`config.mk`:
```
export PLATFORM = sky130hd
export DESIGN_NAME = int_exc_ctrl
export DESIGN_NICKNAME = d
export VERILOG_FILES = /design/src/rtl/cpu_exc_defs.sv /design/src/rtl/irq_pend_latch.sv /design/src/rtl/int_exc_ctrl.sv
export SDC_FILE = /design/constraint.sdc
export NUM_CORES = 1
export LEC_CHECK = 0
export CAP_MARGIN = 10
export CELL_PAD_IN_SITES_DETAIL_PLACEMENT = 0
export CELL_PAD_IN_SITES_GLOBAL_PLACEMENT = 2
export CORE_MARGIN = 8
export CORE_UTILIZATION = 21
export DETAILED_ROUTE_END_ITERATION = 12
export PLACE_DENSITY_LB_ADDON = 0.1
export SETUP_SLACK_MARGIN = 0.4
export SYNTH_ARGS = -nofsm -noshare
export SYNTH_HDL_FRONTEND = slang
export SYNTH_SLANG_ARGS = --single-unit
```
`constraint.sdc`:
```
create_clock -name clk -period 3.75 [get_ports clk]
set_input_delay 0.5625 -clock clk [delete_from_list [all_inputs] [get_ports clk]]
set_output_delay 0.5625 -clock clk [all_outputs]
set_load 0.02 [all_outputs]
```
`src/rtl/cpu_exc_defs.sv`:
```
// Shared exception definitions: cause codes, Status bit positions and the
// exception-sequencer state encoding used by CP0, decode and the controller.
package cpu_exc_defs;

    localparam int unsigned MaxIrq = 8;
    localparam int unsigned IdxW   = 3;

    // CP0 Status bit positions
    localparam int unsigned StatusGie   = 0;
    localparam int unsigned StatusSysEn = 1;
    localparam int unsigned StatusBrkEn = 2;
    localparam int unsigned StatusTeqEn = 3;
    localparam int unsigned StatusIrqEn = 4;

    localparam logic [4:0] CauseInt = 5'b00000;
    localparam logic [4:0] CauseSys = 5'b01000;
    localparam logic [4:0] CauseBrk = 5'b01001;
    localparam logic [4:0] CauseTeq = 5'b01101;

    typedef enum logic [1:0] {
        StIdle    = 2'd0,
        StEnter   = 2'd1,
        StHandler = 2'd2,
        StReturn  = 2'd3
    } exc_state_e;

    // Synchronous-event cause with syscall > break > teq priority.
    function automatic logic [4:0] sync_cause(input logic sys_ev, input logic brk_ev);
        if (sys_ev) begin
            return CauseSys;
        end else if (brk_ev) begin
            return CauseBrk;
        end
        return CauseTeq;
    endfunction

endpackage

```
`src/rtl/irq_pend_latch.sv`:
```
// Interrupt request edge detector, sticky pending register and
// lowest-index priority encoder.
module irq_pend_latch
    import cpu_exc_defs::*;
#(
    parameter int unsigned NIRQ = 4
) (
    input  logic            clk,
    input  logic            rst,
    input  logic [NIRQ-1:0] intr_req,
    input  logic [NIRQ-1:0] ack,
    output logic [NIRQ-1:0] pending,
    output logic            any_pending,
    output logic [IdxW-1:0] win_idx
);

    logic [NIRQ-1:0] req_prev;
    logic [NIRQ-1:0] req_rise;
    logic [NIRQ-1:0] pending_d;

    // A fresh rising edge wins over an acknowledge clear of the same line.
    always_comb begin
        req_rise  = intr_req & ~req_prev;
        pending_d = (pending & ~ack) | req_rise;
    end

    always_ff @(posedge clk or posedge rst) begin
        if (rst) begin
            req_prev <= '0;
            pending  <= '0;
        end else begin
            req_prev <= intr_req;
            pending  <= pending_d;
        end
    end

    always_comb begin
        win_idx = '0;
        for (int i = int'(NIRQ) - 1; i >= 0; i--) begin
            if (pending[i]) begin
                win_idx = IdxW'(i);
            end
        end
    end

    assign any_pending = |pending;

endmodule

```
`src/rtl/int_exc_ctrl.sv`:
```
// Interrupt / exception sequencer: IDLE -> ENTER -> HANDLER -> RETURN with
// registered CP0 strobes and stall, plus a sticky protocol-error flag.
module int_exc_ctrl
    import cpu_exc_defs::*;
#(
    parameter int unsigned NIRQ = 4
) (
    input  logic            clk,
    input  logic            rst,
    input  logic [NIRQ-1:0] intr_req,
    input  logic            syscall,
    input  logic            brk,
    input  logic            teq_hit,
    input  logic            eret,
    input  logic [31:0]     status,
    output logic            cp0_exception,
    output logic [4:0]      cp0_cause,
    output logic            cp0_intr,
    output logic            cp0_eret,
    output logic            stall,
    output logic            in_handler,
    output logic [NIRQ-1:0] intr_ack,
    output logic [NIRQ-1:0] pending,
    output logic            err
);

    exc_state_e      state;
    logic            any_pending;
    logic [IdxW-1:0] win_idx;
    logic [NIRQ-1:0] win_ack;
    logic            sys_ev;
    logic            brk_ev;
    logic            teq_ev;
    logic            sync_ev;
    logic            irq_ev;
    logic            unused_status;

    assign unused_status = ^status[31:5];

    irq_pend_latch #(
        .NIRQ(NIRQ)
    ) u_pend (
        .clk        (clk),
        .rst        (rst),
        .intr_req   (intr_req),
        .ack        (intr_ack),
        .pending    (pending),
        .any_pending(any_pending),
        .win_idx    (win_idx)
    );

    always_comb begin
        sys_ev  = status[StatusGie] & status[StatusSysEn] & syscall;
        brk_ev  = status[StatusGie] & status[StatusBrkEn] & brk;
        teq_ev  = status[StatusGie] & status[StatusTeqEn] & teq_hit;
        sync_ev = sys_ev | brk_ev | teq_ev;
        irq_ev  = status[StatusGie] & status[StatusIrqEn] & any_pending;
    end

    always_comb begin
        win_ack = '0;
        for (int i = 0; i < int'(NIRQ); i++) begin
            win_ack[i] = (win_idx == IdxW'(i));
        end
    end

    // Strobes default low every cycle; only the transition into ENTER or
    // RETURN raises them, so each lasts exactly one cycle.
    always_ff @(posedge clk or posedge rst) begin
        if (rst) begin
            state         <= StIdle;
            cp0_exception <= 1'b0;
            cp0_cause     <= '0;
            cp0_intr      <= 1'b0;
            cp0_eret      <= 1'b0;
            stall         <= 1'b0;
            in_handler    <= 1'b0;
            intr_ack      <= '0;
            err           <= 1'b0;
        end else begin
            cp0_exception <= 1'b0;
            cp0_cause     <= '0;
            cp0_intr      <= 1'b0;
            cp0_eret      <= 1'b0;
            stall         <= 1'b0;
            intr_ack      <= '0;
            unique case (state)
                StIdle: begin
                    if (eret) begin
                        err <= 1'b1;
                    end
                    if (sync_ev) begin
                        state         <= StEnter;
                        cp0_exception <= 1'b1;
                        cp0_cause     <= sync_cause(sys_ev, brk_ev);
                        stall         <= 1'b1;
                    end else if (irq_ev) begin
                        state         <= StEnter;
                        cp0_exception <= 1'b1;
                        cp0_cause     <= CauseInt;
                        cp0_intr      <= 1'b1;
                        intr_ack      <= win_ack;
                        stall         <= 1'b1;
                    end
                end
                StEnter: begin
                    state      <= StHandler;
                    in_handler <= 1'b1;
                end
                StHandler: begin
                    if (sync_ev) begin
                        err <= 1'b1;
                    end
                    if (eret) begin
                        state      <= StReturn;
                        in_handler <= 1'b0;
                        cp0_eret   <= 1'b1;
                        stall      <= 1'b1;
                    end
                end
                StReturn: begin
                    state <= StIdle;
                end
                default: begin
                    state <= StIdle;
                end
            endcase
        end
    end

endmodule

```
### Word-level counts from Yosys, hierarchy flattened

Index checks and enable logic that the tools add are counted.

| word-level totals | value |
|---|---|
| bits in registers | 25 |
| input bits | 42 |
| output and inout bits | 19 |

| cells by class | value |
|---|---|
| mux-type cells | 33 |
| equal/unequal tests | 10 |
| reductions and logical operators | 8 |
| bitwise operators | 15 |

Operators by type and width:

| cell | number |
|---|---|
| 5-bit two-way mux | 5 |
| 1-bit two-way mux | 14 |
| 2-bit two-way mux | 7 |
| 4-bit two-way mux | 3 |
| 1-bit bitwise AND | 8 |
| 4-bit bitwise AND | 2 |
| 4-bit NOT | 2 |
| 2-bit one-hot mux with 4 select lines | 1 |
| 3-bit by 2-bit == test with 1-bit output (second input constant) | 2 |
| 2-bit inequality test (second input constant) | 3 |
| 1-bit one-hot mux with 2 select lines | 3 |
| 2-bit == test (second input constant) | 2 |
| 4-bit bitwise OR | 1 |
| 2-bit AND reduction | 2 |
| 2-bit nonzero test | 2 |
| 4-bit OR reduction | 1 |
| 3-bit by 1-bit == test with 1-bit output (second input constant) | 1 |
| 3-bit zero test | 1 |
| 3-bit inequality test (second input constant) | 1 |
| 3-bit AND reduction | 1 |
| 2-bit by 1-bit == test with 1-bit output (second input constant) | 1 |
| 2-bit zero test | 1 |
| 1-bit bitwise OR | 2 |

### Logic depth before layout (Yosys ltp)

Gate-level depths: netlist of run 1.

| depth | value |
|---|---|
| word-level depth | 9 |
| depth in mapped cells | 5 |

### By module

A second synthesis of run 1 with hierarchy kept.

| unflattened totals | value |
|---|---|
| cells, all modules | 83 |
| area, all modules | 970.9 um^2 |

By module, submodules not included:

| module | cells each | instances | sequential area each (um^2) | area an instance (um^2) |
|---|---|---|---|---|
| int_exc_ctrl | 56 | 1 | 375.4 | 670.6 |
| irq_pend_latch | 27 | 1 | 200.2 | 300.3 |

### Worst setup path after synthesis of run 1

No wires, ideal clock.

| timing | value |
|---|---|
| path type | register -> register |
| start | register u_pend.pending[0] |
| end | register state[1] |
| setup slack | 2.009 ns |
| data required time | 3.625 ns |
| clock period less this slack | 1.741 ns |
| arrival | 1.616 ns |
| library setup time | 0.125 ns |
| stages on the path, launching flop included | 5 |
| path through | dfrtp_1 -> or4_4 -> nor2b_4 -> o22ai_2 -> mux2_2 |

| between the ends | value |
|---|---|
| word-level cells in the longest chain between the ends | 4 |

Ends and longest elaborated chain:

| item | RTL line | source |
|---|---|---|
| start: declaration | irq_pend_latch.sv:12 | `output logic [NIRQ-1:0] pending,` |
| start signal: assignment | irq_pend_latch.sv:33 | `pending <= pending_d;` |
| 4-bit OR reduction | irq_pend_latch.sv:46 | `assign any_pending = \|pending;` |
| 1-bit bitwise AND | int_exc_ctrl.sv:57 | `irq_ev = status[StatusGie] & status[StatusIrqEn] & any_pending;` |
| 3-bit inequality test (no source line) | -- |  |
| 2-bit AND reduction (no source line) | -- |  |
| end signal: assignment | int_exc_ctrl.sv:71 | `state <= StIdle;` |
| end signal: assignment | int_exc_ctrl.sv:93 | `state <= StEnter;` |
| end signal: assignment | int_exc_ctrl.sv:98 | `state <= StEnter;` |
| end: declaration | int_exc_ctrl.sv:27 | `exc_state_e state;` |

No other way between the ends.
A chain may end at the register's enable or synchronous reset.

### Final worst setup path of run 1

| timing | value |
|---|---|
| start | input port status[0] |
| end | register state[1] |

| between the ends | value |
|---|---|
| word-level cells in the longest chain between the ends | 6 |

Ends and longest elaborated chain:

| item | RTL line | source |
|---|---|---|
| start: declaration | int_exc_ctrl.sv:15 | `input logic [31:0] status,` |
| 1-bit bitwise AND, on equally long branches (2 in series) | int_exc_ctrl.sv:53, int_exc_ctrl.sv:54 |  |
| 1-bit bitwise OR (2 in series) | int_exc_ctrl.sv:56 | `sync_ev = sys_ev \| brk_ev \| teq_ev;` |
| 2-bit two-way mux / 3-bit inequality test (equally long branches) | -- |  |
| 2-bit one-hot mux with 4 select lines / 2-bit AND reduction (equally long branches) | -- |  |

Several ways; a longest one is shown, not always the timed one.

==> metrics.md, run 1 <==
| Metric | Value |
|---|---|
| Setup TNS | `0 ns` |
| Crit Path Category | `input port to flop` |
| Clk_skew | `around 0.0022 ns` |
| Synth area leader | `dfrtp_1` |
| Met1 Usage GRT | `0.07677` |
| Synth Register Bits | `23` |
| Tcrit/Tclk final | `0.5070` |
| Worst-Skew Late Latency | `0.26 ns` |
| Lkg Pwr | `about 0.63 nW` |
| Core ar. | `0.004264 mm^2` |
| Crit-path max FO | `5` |
| GR Overflow Total | `0` |
| Port bufs | `31` |
| CTS sink cnt | `23` |
| Cts bufs inserted | `3` |
| Total GRT Usage | `0.06564` |
| Max rail drop VDD | `around 0.21 mV` |
| Final count of pins violating max slew | `0` |
| Reg2reg setup slack | `~2.0 ns` |
| CTS Hold Bufs | `0` |
| Post-synth EDFFs | `0` |
| Drt wl/cell | `~13 um` |
| CTS tree | `built` |
| Worst EP arrival | `between 2 and 2.5 ns` |
| FFs w/ async S/R, synth | `1.000` |
| Max Fclk | `roughly 0.53 GHz` |
| Fin worst setup slack | `1.849 ns` |
| Number of diodes | `0` |
| IO Count | `61` |
| Clk slew on worst S/H paths | `around 0.08 ns` |
| Global-route wire length before repair | `around 3.3 mm` |
| Outcome | `complete, no violations` |
| Post-synth top cells | `dfrtp_1, inv_1, nor2_1` |
| Antenna violations before repair | `0` |
| Die Wd | `a little over 80 um` |
| Via count | `roughly 650` |
| Post-route minimum period | `between 1.5 and 2 ns` |
| Layout area overhead | `45.18%` |
| Worst-Margin Slew | `roughly 0.88 ns` |
| DR vias/cell | `approximately 4.0` |
| Gate count after technology mapping | `78` |
| RePlAce Congestion | `0.5959` |
| Final Net Count | `158` |
| CP startpoint kind | `input port` |
| Root cell of the clock tree | `clkbuf_8` |
| Slew headroom | `0.4147` |
| DR iter-0 viols | `31` |
| DR pass1 iterations | `4` |
| Die height | `approximately 82 um` |
| GR peak layer | `met2` |
| Seq/Total Area, Yosys | `0.6336` |
| Final Hold Fails | `0` |
| Mapped Area | `roughly 910 um^2` |
| Fillcell total | `~450` |
| GR met2 Demand/Resource | `0.1026` |
| Rows | `24` |
| Hold Slack | `0.4193 ns` |
| Post-place setup slack | `between 1.5 and 2 ns` |
| Post-CTS setup buffer count | `0` |
| Yosys top cell area share | `0.6336` |
| Vias in the first global route | `roughly 700` |
| Post-CTS sizing | `0` |
| Max cap viols | `0` |
| Most area-consuming cells after synthesis | `dfrtp_1, inv_1, ha_1` |
| PwrDens | `approximately 540 mW/mm^2` |
| Avg Inst Size Synth | `around 12 um^2` |
| Library cells used by synthesis | `27` |
| Worst EP required | `slightly below 4 ns` |
| RSZ-0062 raised after global routing | `false` |
| HPWL Detailed | `roughly 1.7 mm` |
| Max Root-Sink Buffers | `2` |
| Largest net degree at the start of global routing | `24` |
| Die area | `0.006686 mm^2` |
| Top-count cell post-synth | `dfrtp_1` |
| Layout cells sized above 1 | `0.07143` |
| Finish-stage setup viols | `0` |
| Top FF cell, synth | `dfrtp_1` |
| H-tree Lvls | `1` |
| Drt total wl | `just over 2 mm` |
| Worst Hold Class | `flop to flop` |
| # DRC | `0` |
| Initial core utilization | `0.2130` |
| Antenna viol nets, final | `0` |
| Synth warnings | `0` |
| GR Util met3 | `0.01969` |
| Critical Path End Type | `flop` |
-- kinds of logic (layout without fill, tap and decap cells) --
kind of cell / Yosys count / in the layout / synth area share
AND/OR/NAND/NOR: 18 / 18 / 0.1143
flip-flops: 23 / 23 / 0.6336
AO/OA/AOI/OAI: 14 / 14 / 0.1047
multiplexers: 2 / 2 / 0.02342
other: 1 / 2 / 0.004128
adder cells (fa/ha/maj): 3 / 3 / 0.04133
buffers and inverters: 17 / 50 / 0.07850
-- state kept, by name, summed over array words and instances, names as in the netlist --
signal           flops
state                2
cp0_intr             1
err                  1
u_pend.req_prev      4
stall                1
cp0_exception        1
intr_ack             4
u_pend.pending       4
cp0_eret             1
cp0_cause            3
in_handler           1
-- per-layer routing --
| layer | wire length, um | part of all wire |
|---|---|---|
| met1 | 884 | 0.43 |
| met2 | 1019 | 0.49 |
| met3 | 129 | 0.062 |
| met4 | 40 | 0.019 |
| met5 | 0 | 0 |
-- worst paths after layout --
path,from,end,cells after the start
hold / removal,u_pend.req_prev[1],u_pend.pending[1],1
min in group asynchronous,rst,u_pend.req_prev[1],2
setup reg to reg,u_pend.pending[0],state[1],4
hold reg to reg,u_pend.req_prev[1],u_pend.pending[1],1
setup / recovery,status[0],state[1],5
max in group asynchronous,rst,cp0_cause[0],2
-- metrics by stage --
stage / cell area (um^2) / instances / utilization / power, mW
after floorplan: 912.1 / 79 / - / 0.4635
after global placement: 1272 / 160 / 0.2984 / 0.5642
after detailed placement: 1272 / 160 / 0.2984 / 0.5672
after CTS: 1319 / 164 / 0.3093 / 0.7245
after global routing: 1319 / 164 / 0.3093 / 0.7614
final: 1319 / 164 / 0.3093 / 0.7096
-- critical path, stage by stage --
cell,delay [ns]
clkdlybuf4s50_1,0.56
inv_1,0.09
o211ai_1,0.41
o22ai_2,0.14
mux2_2,0.29
-- power breakdown --
part / switching (mW) / internal (mW)
clock network: 0.0799 / 0.0741
registers: 0.0202 / 0.289
logic: 0.130 / 0.116
-- final cells by class --
| cell class | count | area [um^2] | share of cell area |
|---|---|---|---|
| Clock buffer | 3 | 41.29 | 0.03131 |
| Clock inverter | 1 | 5.005 | 0.003795 |
| Inverter | 15 | 56.30 | 0.04269 |
| Multi-Input combinational cell | 39 | 265.3 | 0.2011 |
| Sequential cell | 23 | 575.6 | 0.4364 |
| Tap cell | 52 | 65.06 | 0.04934 |
| Timing Repair Buffer | 31 | 310.3 | 0.2353 |
-- cell usage in the layout, fill, tap and decap left out --
master and count:
mux2i_1 1, inv_1 15, nor3_1 1, nor2_1 6, or2_1 1, o211ai_1 1
nor2b_4 1, ha_1 3, a31oi_1 1, clkinv_2 1, and3_1 1, and4_1 1
nand2_1 2, clkbuf_8 3, o21ai_0 2, o21bai_1 1, a22oi_1 1, mux2_2 1
nor4_1 1, a21oi_1 1, or4_4 1, clkdlybuf4s50_1 31, and2_1 1, o22ai_2 1
conb_1 2, nand3_1 2, o22ai_1 5, dfrtp_1 23, o21a_1 1
Power figures use the tool's default switching activity.
==> inputs of run 2 (changes only) <==
Settings changed: CORE_UTILIZATION 21 to 19.
Clock period 3.75 ns to 1.9 ns, I/O delays scaled along.
==> metrics.md, run 2 (synthesis gave the netlist of run 1 again) <==
| Metric | Value |
|---|---|
| RePlAce Congestion | `0.7057 (was 0.5959)` |
| Final count of pins violating max slew | `0 (unchanged)` |
| Layout cells sized above 1 | `0.1780 (was 0.07143)` |
| Max rail drop VDD | `0.4320 mV (was 0.2071 mV)` |
| Slowest library cell on the worst path | `or4_4 (was clkdlybuf4s50_1)` |
| Cts bufs inserted | `3 (unchanged)` |
| Global-route wire length before repair | `3.850 mm (was 3.277 mm)` |
| Via count | `682 (was 652)` |
| DP Area | `0.001305 mm^2 (was 0.001272 mm^2)` |
| Drt total wl | `2.290 mm (was 2.073 mm)` |
| P_sw | `0.4865 mW (was 0.2299 mW)` |
| DR vias/cell | `3.965 (was 3.976)` |
| Antenna violations before repair | `0 (unchanged)` |
| Crit Path Category | `flop to flop (was input port to flop)` |
| Vias in the first global route | `754 (was 702)` |
| Tcrit/Tclk final | `0.8675` |
| Largest net degree at the start of global routing | `24 (unchanged)` |
| HPWL Detailed | `1.753 mm (was 1.669 mm)` |
| Layout area overhead | `55.37% (was 45.18%)` |
| RSZ-0062 raised after global routing | `true (was false)` |
| Die Wd | `85.15 um (was 81.77 um)` |
| PwrDens | `1061 mW/mm^2 (was 538.1 mW/mm^2)` |
| Antenna viol nets, final | `0 (unchanged)` |
| Clk_skew | `0.005443 ns (was 0.002237 ns)` |
| DR iter-0 viols | `32 (was 31)` |
| Final Net Count | `164 (was 158)` |
| Finish-stage setup viols | `0 (unchanged)` |
| Root cell of the clock tree | `clkbuf_8 (unchanged)` |
| Clock power frac | `0.197 (was 0.217)` |
| Critical Path End Type | `flop (unchanged)` |
| Drt wl/cell | `13.31 um (was 12.64 um)` |
| Max Root-Sink Buffers | `2 (unchanged)` |
| Worst EP required | `2.04 ns (was 3.90 ns)` |
| Cell Chain, Critical Path | `or4_4 -> nor2b_4 -> o22ai_4 -> mux2_4 (was clkdlybuf4s50_1 -> inv_1 -> o211ai_1 -> o22ai_2 -> mux2_2)` |
| Crit-path max FO | `4 (was 5)` |
| Initial core utilization | `0.1949 (was 0.2130)` |
| Worst EP arrival | `1.79 ns (was 2.06 ns)` |
| Core ar. | `0.004661 mm^2 (was 0.004264 mm^2)` |
| Die area | `0.007250 mm^2 (was 0.006686 mm^2)` |
| Most frequent cells in the layout | `dfrtp_1, inv_1, clkdlybuf4s50_1, dlygate4sd2_1, dlymetal6s2s_1 (was clkdlybuf4s50_1, dfrtp_1, inv_1, nor2_1, o22ai_1)` |
| Clk slew on worst S/H paths | `0.07 ns (was 0.08 ns)` |
| CP startpoint kind | `flop (was input port)` |
| CTS sink cnt | `23 (unchanged)` |
| Die height | `85.15 um (was 81.77 um)` |
| Worst-Skew Late Latency | `0.26 ns (about the same)` |
| Switching Share | `0.3247 (was 0.3239)` |
| Rows | `25 (was 24)` |
| Max cap viols | `0 (unchanged)` |
| H-tree Lvls | `1 (unchanged)` |
| # DRC | `0 (unchanged)` |
| CTS tree | `built (unchanged)` |
| Internal Power | `1.012 mW (was 0.4797 mW)` |
| Combinational share of power | `0.391 (was 0.347)` |
| Max stage delay on crit path | `0.54 ns (was 0.56 ns)` |
| DR pass1 iterations | `4 (unchanged)` |
| Port bufs | `31 (unchanged)` |
| Number of diodes | `0 (unchanged)` |
| Biggest regs | `intr_ack (4), u_pend.pending (4), u_pend.req_prev (4) (unchanged)` |
| Commonest non-fill, non-tap cell in the layout | `dfrtp_1 (was clkdlybuf4s50_1)` |
| GR Overflow Total | `0 (unchanged)` |
| Final Hold Fails | `0 (unchanged)` |
| Flop pwr share | `0.412 (was 0.436)` |
| Max Fclk | `approximately 0.61 GHz` |
| Outcome | `complete, no violations (unchanged)` |
| Total GRT Usage | `0.06746 (was 0.06564)` |
| IO Count | `61 (unchanged)` |
| Setup TNS | `0 ns (unchanged)` |
| Lkg Pwr | `0.7863 nW (was 0.6292 nW)` |
| Worst Hold Class | `input port to flop (was flop to flop)` |
| Post-route minimum period | `approximately 1.6 ns` |
| Post-route cell area | `0.001411 mm^2 (was 0.001319 mm^2)` |
[run 2: stage by stage]
stage	cells	power (mW)	setup WS (ns)	utilization	hold slack, ns
after global placement	165	1.151	0.07242	0.2800	0.3981
after global routing	172	1.624	0.2188	0.3028	0.2937
after detailed placement	165	1.163	0.09139	0.2800	0.4062
after floorplan	79	0.9350	0.2365	-	0.2867
after CTS	170	1.494	0.2348	0.2921	0.3754
final	172	1.498	0.2517	0.3028	0.2727
[run 2: final cells by class]
cell class / count / area [um^2]
fill: 480 / 3249
sequential: 23 / 579.3
timing repair buffer: 37 / 361.6
multi-input combinational: 39 / 301.5
tap: 54 / 67.56
inverter: 15 / 56.30
clock buffer: 4 / 45.04
[run 2: path summary, 6_finish.rpt]
| path | end | slack, ns | cells after the start | startpoint |
|---|---|---|---|---|
| setup / recovery | state[1] | 0.25 | 4 | u_pend.pending[2] |
| hold / removal | cp0_cause[0] | 0.27 | 2 | status[1] |
| setup reg to reg | state[1] | 0.25 | 4 | u_pend.pending[2] |
| hold reg to reg | u_pend.pending[1] | 0.42 | 1 | u_pend.req_prev[1] |
| max in group asynchronous | u_pend.pending[0] | 1.27 | 3 | rst |
| min in group asynchronous | u_pend.req_prev[1] | 0.37 | 3 | rst |
[run 2: layer usage]
layer  track usage  up-vias  share of wire
met5             0        -              0
met4       0.01942        0          0.010
met3       0.03958        2          0.094
met2       0.09517       24           0.41
met1       0.08371      325           0.48
li1              -      331              -
[run 2: critical path: cells and delay by family, from the launching register on]
kind,cells,cell delay (ns)
and+or+nand+nor,2,0.69
DFF,1,0.42
muxes,1,0.31
AOI/OAI and AO/OA,1,0.11
[run 2: timing repair]
item,4_1_cts,5_1_grt
pin swaps,1,5
buffers inserted,1,2
endpoints found under the setup margin,15,10
hold buffers,0,0
resized for setup,14,13
[run 2: power by group through the flow]
| stage | Clock [mW] | Combinational (mW) | Sequential [mW] |
|---|---|---|---|
| final | 0.296 | 0.585 | 0.617 |
| after global routing | 0.344 | 0.649 | 0.631 |
| after CTS | 0.322 | 0.556 | 0.616 |
| after detailed placement | 0 | 0.536 | 0.626 |
| after global placement | 0 | 0.527 | 0.624 |
| after floorplan | 0 | 0.246 | 0.689 |
